### config.mk
export PLATFORM = sky130hd
export DESIGN_NAME = fetch_pc_unit
export DESIGN_NICKNAME = d
export VERILOG_FILES = /design/src/rtl/fetch_pc_unit.sv
export SDC_FILE = /design/constraint.sdc
export NUM_CORES = 1
export LEC_CHECK = 0
export CORE_UTILIZATION = 40
export DETAILED_ROUTE_END_ITERATION = 8
export PLACE_DENSITY = 0.7
export SLEW_MARGIN = 20
export SYNTH_ARGS = -nofsm -noshare
export SYNTH_HDL_FRONTEND = slang
export SYNTH_SLANG_ARGS = --single-unit
### constraint.sdc
create_clock -name clk -period 8.79 [get_ports clk]
set_clock_uncertainty 0.2 [all_clocks]
set_input_delay 1.758 -clock clk [delete_from_list [all_inputs] [get_ports clk]]
set_output_delay 1.758 -clock clk [all_outputs]
set_load 0.01 [all_outputs]
### src/rtl/fetch_pc_unit.sv
// Fetch PC register, single-outstanding instruction-memory request FSM and a small
// circular instruction buffer toward decode. Redirects flush the buffer and kill stale responses.
module fetch_pc_unit #(
  parameter logic [31:0] RESET_PC   = 32'h0000_0000,
  parameter int          IBUF_DEPTH = 2,
  parameter logic [31:0] NOP_INST   = 32'h0000_0013
) (
  input  logic        clk,
  input  logic        rst_n,
  input  logic        redirect_valid,
  input  logic [31:0] redirect_pc,
  output logic        imem_req_valid,
  output logic [31:0] imem_req_addr,
  input  logic        imem_req_ready,
  input  logic        imem_rsp_valid,
  input  logic [31:0] imem_rsp_data,
  output logic        if_valid,
  output logic [31:0] if_pc,
  output logic [31:0] if_inst,
  input  logic        if_ready,
  output logic [31:0] fetch_pc
);
  localparam int PW = $clog2(IBUF_DEPTH);
  localparam int CW = PW + 1;
  localparam logic [CW-1:0] DEPTH_C = CW'(IBUF_DEPTH);

  typedef enum logic [1:0] {IDLE, REQ, WAIT} state_t;

  state_t        state_reg, state_next;
  logic [31:0]   pc_reg, pc_next;
  logic [31:0]   req_addr_reg, req_addr_next;
  logic          kill_reg, kill_next;
  logic [CW-1:0] count_reg, count_next;
  logic [PW-1:0] wr_ptr_reg, rd_ptr_reg;
  logic [31:0]   buf_pc   [IBUF_DEPTH];
  logic [31:0]   buf_inst [IBUF_DEPTH];
  logic          push, pop, latch;
  logic [31:0]   redirect_target;
  logic          unused_pc_bits;

  // Low address bits of the redirect target are dropped; the fetch stream is word aligned.
  assign unused_pc_bits  = ^redirect_pc[1:0];
  assign redirect_target = {redirect_pc[31:2], 2'b00};

  // A redirect flushes the buffer, so neither a push nor a pop survives that edge.
  assign pop  = (count_reg != '0) && if_ready && !redirect_valid;
  assign push = (state_reg == WAIT) && imem_rsp_valid && !kill_reg && !redirect_valid;

  always_comb begin : count_calc
    count_next = count_reg;
    if (redirect_valid)
      count_next = '0;
    else if (push && !pop)
      count_next = count_reg + 1'b1;
    else if (pop && !push)
      count_next = count_reg - 1'b1;
  end

  always_ff @(posedge clk or negedge rst_n) begin : state_register
    if (!rst_n)
      state_reg <= IDLE;
    else
      state_reg <= state_next;
  end

  // latch marks entry into REQ: capture the request address and advance the fetch PC.
  always_comb begin : next_state
    state_next = state_reg;
    latch      = 1'b0;
    case (state_reg)
      IDLE: begin
        if (redirect_valid || (count_reg < DEPTH_C)) begin
          state_next = REQ;
          latch      = 1'b1;
        end
      end
      REQ: begin
        if (imem_req_ready)
          state_next = WAIT;
      end
      WAIT: begin
        if (imem_rsp_valid) begin
          if (count_next < DEPTH_C) begin
            state_next = REQ;
            latch      = 1'b1;
          end else begin
            state_next = IDLE;
          end
        end
      end
      default: state_next = IDLE;
    endcase
  end

  always_comb begin : outputs
    imem_req_valid = (state_reg == REQ);
    imem_req_addr  = req_addr_reg;
    if_valid       = (count_reg != '0);
    if_pc          = (count_reg != '0) ? buf_pc[rd_ptr_reg] : '0;
    if_inst        = (count_reg != '0) ? buf_inst[rd_ptr_reg] : NOP_INST;
    fetch_pc       = pc_reg;
  end

  // A response in WAIT always retires the one outstanding request, so kill clears there first.
  always_comb begin : datapath_next
    pc_next       = pc_reg;
    req_addr_next = req_addr_reg;
    kill_next     = kill_reg;
    if (latch) begin
      req_addr_next = redirect_valid ? redirect_target : pc_reg;
      pc_next       = (redirect_valid ? redirect_target : pc_reg) + 32'd4;
    end else if (redirect_valid) begin
      pc_next = redirect_target;
    end
    if ((state_reg == WAIT) && imem_rsp_valid)
      kill_next = 1'b0;
    else if (redirect_valid && (state_reg != IDLE))
      kill_next = 1'b1;
  end

  always_ff @(posedge clk or negedge rst_n) begin : datapath_regs
    if (!rst_n) begin
      pc_reg       <= RESET_PC;
      req_addr_reg <= '0;
      kill_reg     <= 1'b0;
      count_reg    <= '0;
      wr_ptr_reg   <= '0;
      rd_ptr_reg   <= '0;
    end else begin
      pc_reg       <= pc_next;
      req_addr_reg <= req_addr_next;
      kill_reg     <= kill_next;
      count_reg    <= count_next;
      if (redirect_valid) begin
        wr_ptr_reg <= '0;
        rd_ptr_reg <= '0;
      end else begin
        if (push)
          wr_ptr_reg <= wr_ptr_reg + 1'b1;
        if (pop)
          rd_ptr_reg <= rd_ptr_reg + 1'b1;
      end
    end
  end

  always_ff @(posedge clk) begin : buffer_write
    if (push) begin
      buf_pc[wr_ptr_reg]   <= req_addr_reg;
      buf_inst[wr_ptr_reg] <= imem_rsp_data;
    end
  end

endmodule
==> qor.csv <==
metric,value,unit
TNS Setup,0,ns
"Clk Latency, worst-skew pair",0.42,ns
"Reg clk slew, reported paths",0.07,ns
Cell variety after synth,55,
WL per Instance,16.8,microns
Via density,4.91,
CTS tree,done,
Ports,200,
top flop regs,"buf_inst x64, buf_pc x64",
max cap viols,0,
power density over the cells,280,nW/um^2
startpoint types,register,
gr usage total,17.6,%
Synthesized Nets,711,
Leak Pwr,0.00398,uW
Final Power,3170,uW
# resized after CTS,0,
status,"complete, no violations",
cts hold-fix bufs,0,
ANT cells,0,
RePlAce Congestion,0.833,
Final Hold Vio Count,0,
reg-to-reg critical path startpoint,count_reg[1],
CTS Sinks,199,
H-tree Lvls,4,
Yosys warning total,0,
Final period util,53.5,%
CTS Root Cell,clkbuf_16,
maximum clock insertion buffer count,2,
hold path depth,0,
largest net degree at the start of global routing,74,
"wirelength, routed",18700,microns
minimum clock period,4.70,ns
fraction of layout cells with a size suffix above 1,6.78,%
register area share after synthesis,65.9,%
Post-Syn Instances,639,
"FFs w/ async S/R, synth",35.7,%
Post-DP HPWL,12500,microns
f_max,0.213,GHz
CTS buffer count,17,
CP required,6.83,ns
vias in the first global route,5331,
Iter 0 DRT Violations,289,
R2R Path End,fetch_pc[9],
die height,148,microns
maximum net fanout on the critical path,36,
FF-to-FF path depth,9,
WS Path Type,reg2out,
RSZ-0062 raised after global routing,no,
post-route ant nets,0,
hold path startpoint,imem_req_addr[21],
Hold EP,buf_pc[1][21],
core area,21000,sq um
Worst Max-Slew Pin Slew,1.05,ns
syn_area_per_cell,13.3,sq um
synthesized area,8530,sq um
Post-CTS Setup Bufs,0,
worst rel slew slack,30.2,%
Seq cells post-synth,199,
post-route DRC violation count,0,
Worst VDD drop,125,uV
Placement Rows,53,
first drt pass iteration count,4,
Die ar.,21900,sq um
Hold Path Class,reg2reg,
Max Transition Viols Final,0,
"Top FF cell, synth",edfxtp_1,
"EDFF count, synth",128,
initial antenna violation count,0,
WP data arrival,2.75,ns
Setup crit end kind,primary output,
NumNets Final,900,
Reg2Reg Setup Slack,5.03,ns
first-pass GRT wire length,29200,microns
vias,5485,
# port buffers,197,
setup violators final,0,
grt ovf,0,
Initial Util,40.7,%
area delta synth->final,33.0,%
DIE WIDTH,148,microns
## metal layers
metal  routed length, microns  track usage [%]  up-vias
li1                         -                -     2676
met1                     8800             24.4     2659
met2                     8830             27.3      138
met3                      861             3.95       12
met4                      220             5.62        0
met5                        0                0        -
## power breakdown
group	total, uW	switching [uW]	internal (uW)
sequential	1310	153	1150
combinational	1070	527	544
clock	795	324	471
total	3170	1000	2170
## synthesized netlist by cell type (all sizes together) (3+ instances only)
| master | instances | share of area [%] |
|---|---|---|
| nor3 | 5 | 0.35 |
| clkbuf | 14 | 0.62 |
| buf | 19 | 1.4 |
| nor3b | 3 | 0.26 |
| nor2 | 76 | 3.3 |
| nand2b | 8 | 0.70 |
| mux2i | 92 | 11 |
| mux2 | 4 | 0.53 |
| xor2 | 17 | 1.7 |
| nand4b | 5 | 0.69 |
| nor2b | 9 | 0.66 |
| a211oi | 3 | 0.41 |
| nand2 | 60 | 2.6 |
| nor4 | 5 | 0.37 |
| xnor2 | 21 | 2.2 |
| dfrtp | 71 | 21 |
| nand3 | 14 | 0.88 |
| o21ai | 30 | 1.8 |
| nand4 | 11 | 0.81 |
| edfxtp | 128 | 45 |
| inv | 6 | 0.26 |
| a21oi | 7 | 0.59 |
| nor4b | 5 | 0.51 |
## layout make-up
class / count / area (sq um)
fill: 1774 / 9610
multi-input combinational: 401 / 2730
clock buffer: 21 / 470
clock inverter: 11 / 144
inverter: 6 / 22.5
sequential: 199 / 5620
timing repair buffer: 203 / 2010
tap: 275 / 344
## stage by stage
stage | std cells | area, sq um | worst slack, ns | utilization (%) | hold slack [ns]
5_1_grt | 1116 | 11300 | 3.87 | 54.1 | 0.323
3_3_place_gp | 1084 | 10700 | 3.91 | 51.2 | 0.275
6_report | 1116 | 11300 | 4.09 | 54.1 | 0.297
3_5_place_dp | 1084 | 10700 | 3.90 | 51.2 | 0.286
2_1_floorplan | 639 | 8530 | 0.627 | - | 0.317
4_1_cts | 1116 | 11300 | 4.04 | 54.1 | 0.305
## worst max-delay path: stages, from the launching register on
cell and delay, ns:
dfrtp_4 0.77, buf_4 0.63, mux2i_1 0.16, nor2_1 0.11, clkdlybuf4s50_1 0.61
## worst max path at each step
stage / from / to / slack (ns) / cells past startpoint
2_1_floorplan: redirect_valid / buf_inst[0][0] / 0.63 / 6
3_3_place_gp: redirect_valid / fetch_pc[31] / 3.91 / 8
3_5_place_dp: redirect_valid / fetch_pc[31] / 3.90 / 8
4_1_cts: rd_ptr_reg / if_pc[9] / 4.04 / 4
5_1_grt: rd_ptr_reg / if_pc[12] / 3.87 / 4
6_report: rd_ptr_reg / if_pc[12] / 4.09 / 4
## placed cells by master (no fill, tap or decap), types with 3 or more instances in the layout
| master | count |
|---|---|
| clkdlybuf4s50_1 | 195 |
| edfxtp_1 | 128 |
| mux2i_1 | 92 |
| nor2_1 | 76 |
| dfrtp_1 | 70 |
| nand2_1 | 60 |
| o21ai_0 | 27 |
| xnor2_1 | 21 |
| xor2_1 | 17 |
| clkbuf_16 | 17 |
| nand3_1 | 13 |
| nand4_1 | 11 |
| nor2b_1 | 9 |
| buf_4 | 7 |
| inv_1 | 6 |
| nand2b_1 | 6 |
| a21oi_1 | 5 |
| nor4_1 | 5 |
| nor4b_1 | 5 |
| nand4b_1 | 4 |
| mux2_2 | 4 |
| nor3_1 | 4 |
| o21ai_1 | 3 |
| clkbuf_8 | 3 |
| bufinv_16 | 3 |
## cells by family after synthesis
family                   Yosys count  synth area share [%]
AO/OA/AOI/OAI                     55                  4.28
AND/OR/NAND/NOR                  210                  12.1
buffers and inverters             39                  2.24
adder cells (fa/ha/maj)            2                 0.293
XOR/XNOR                          38                  3.90
multiplexers                      96                  11.3
flip-flops                       199                  65.9
No activity file was read; power rests on OpenSTA's default activity.
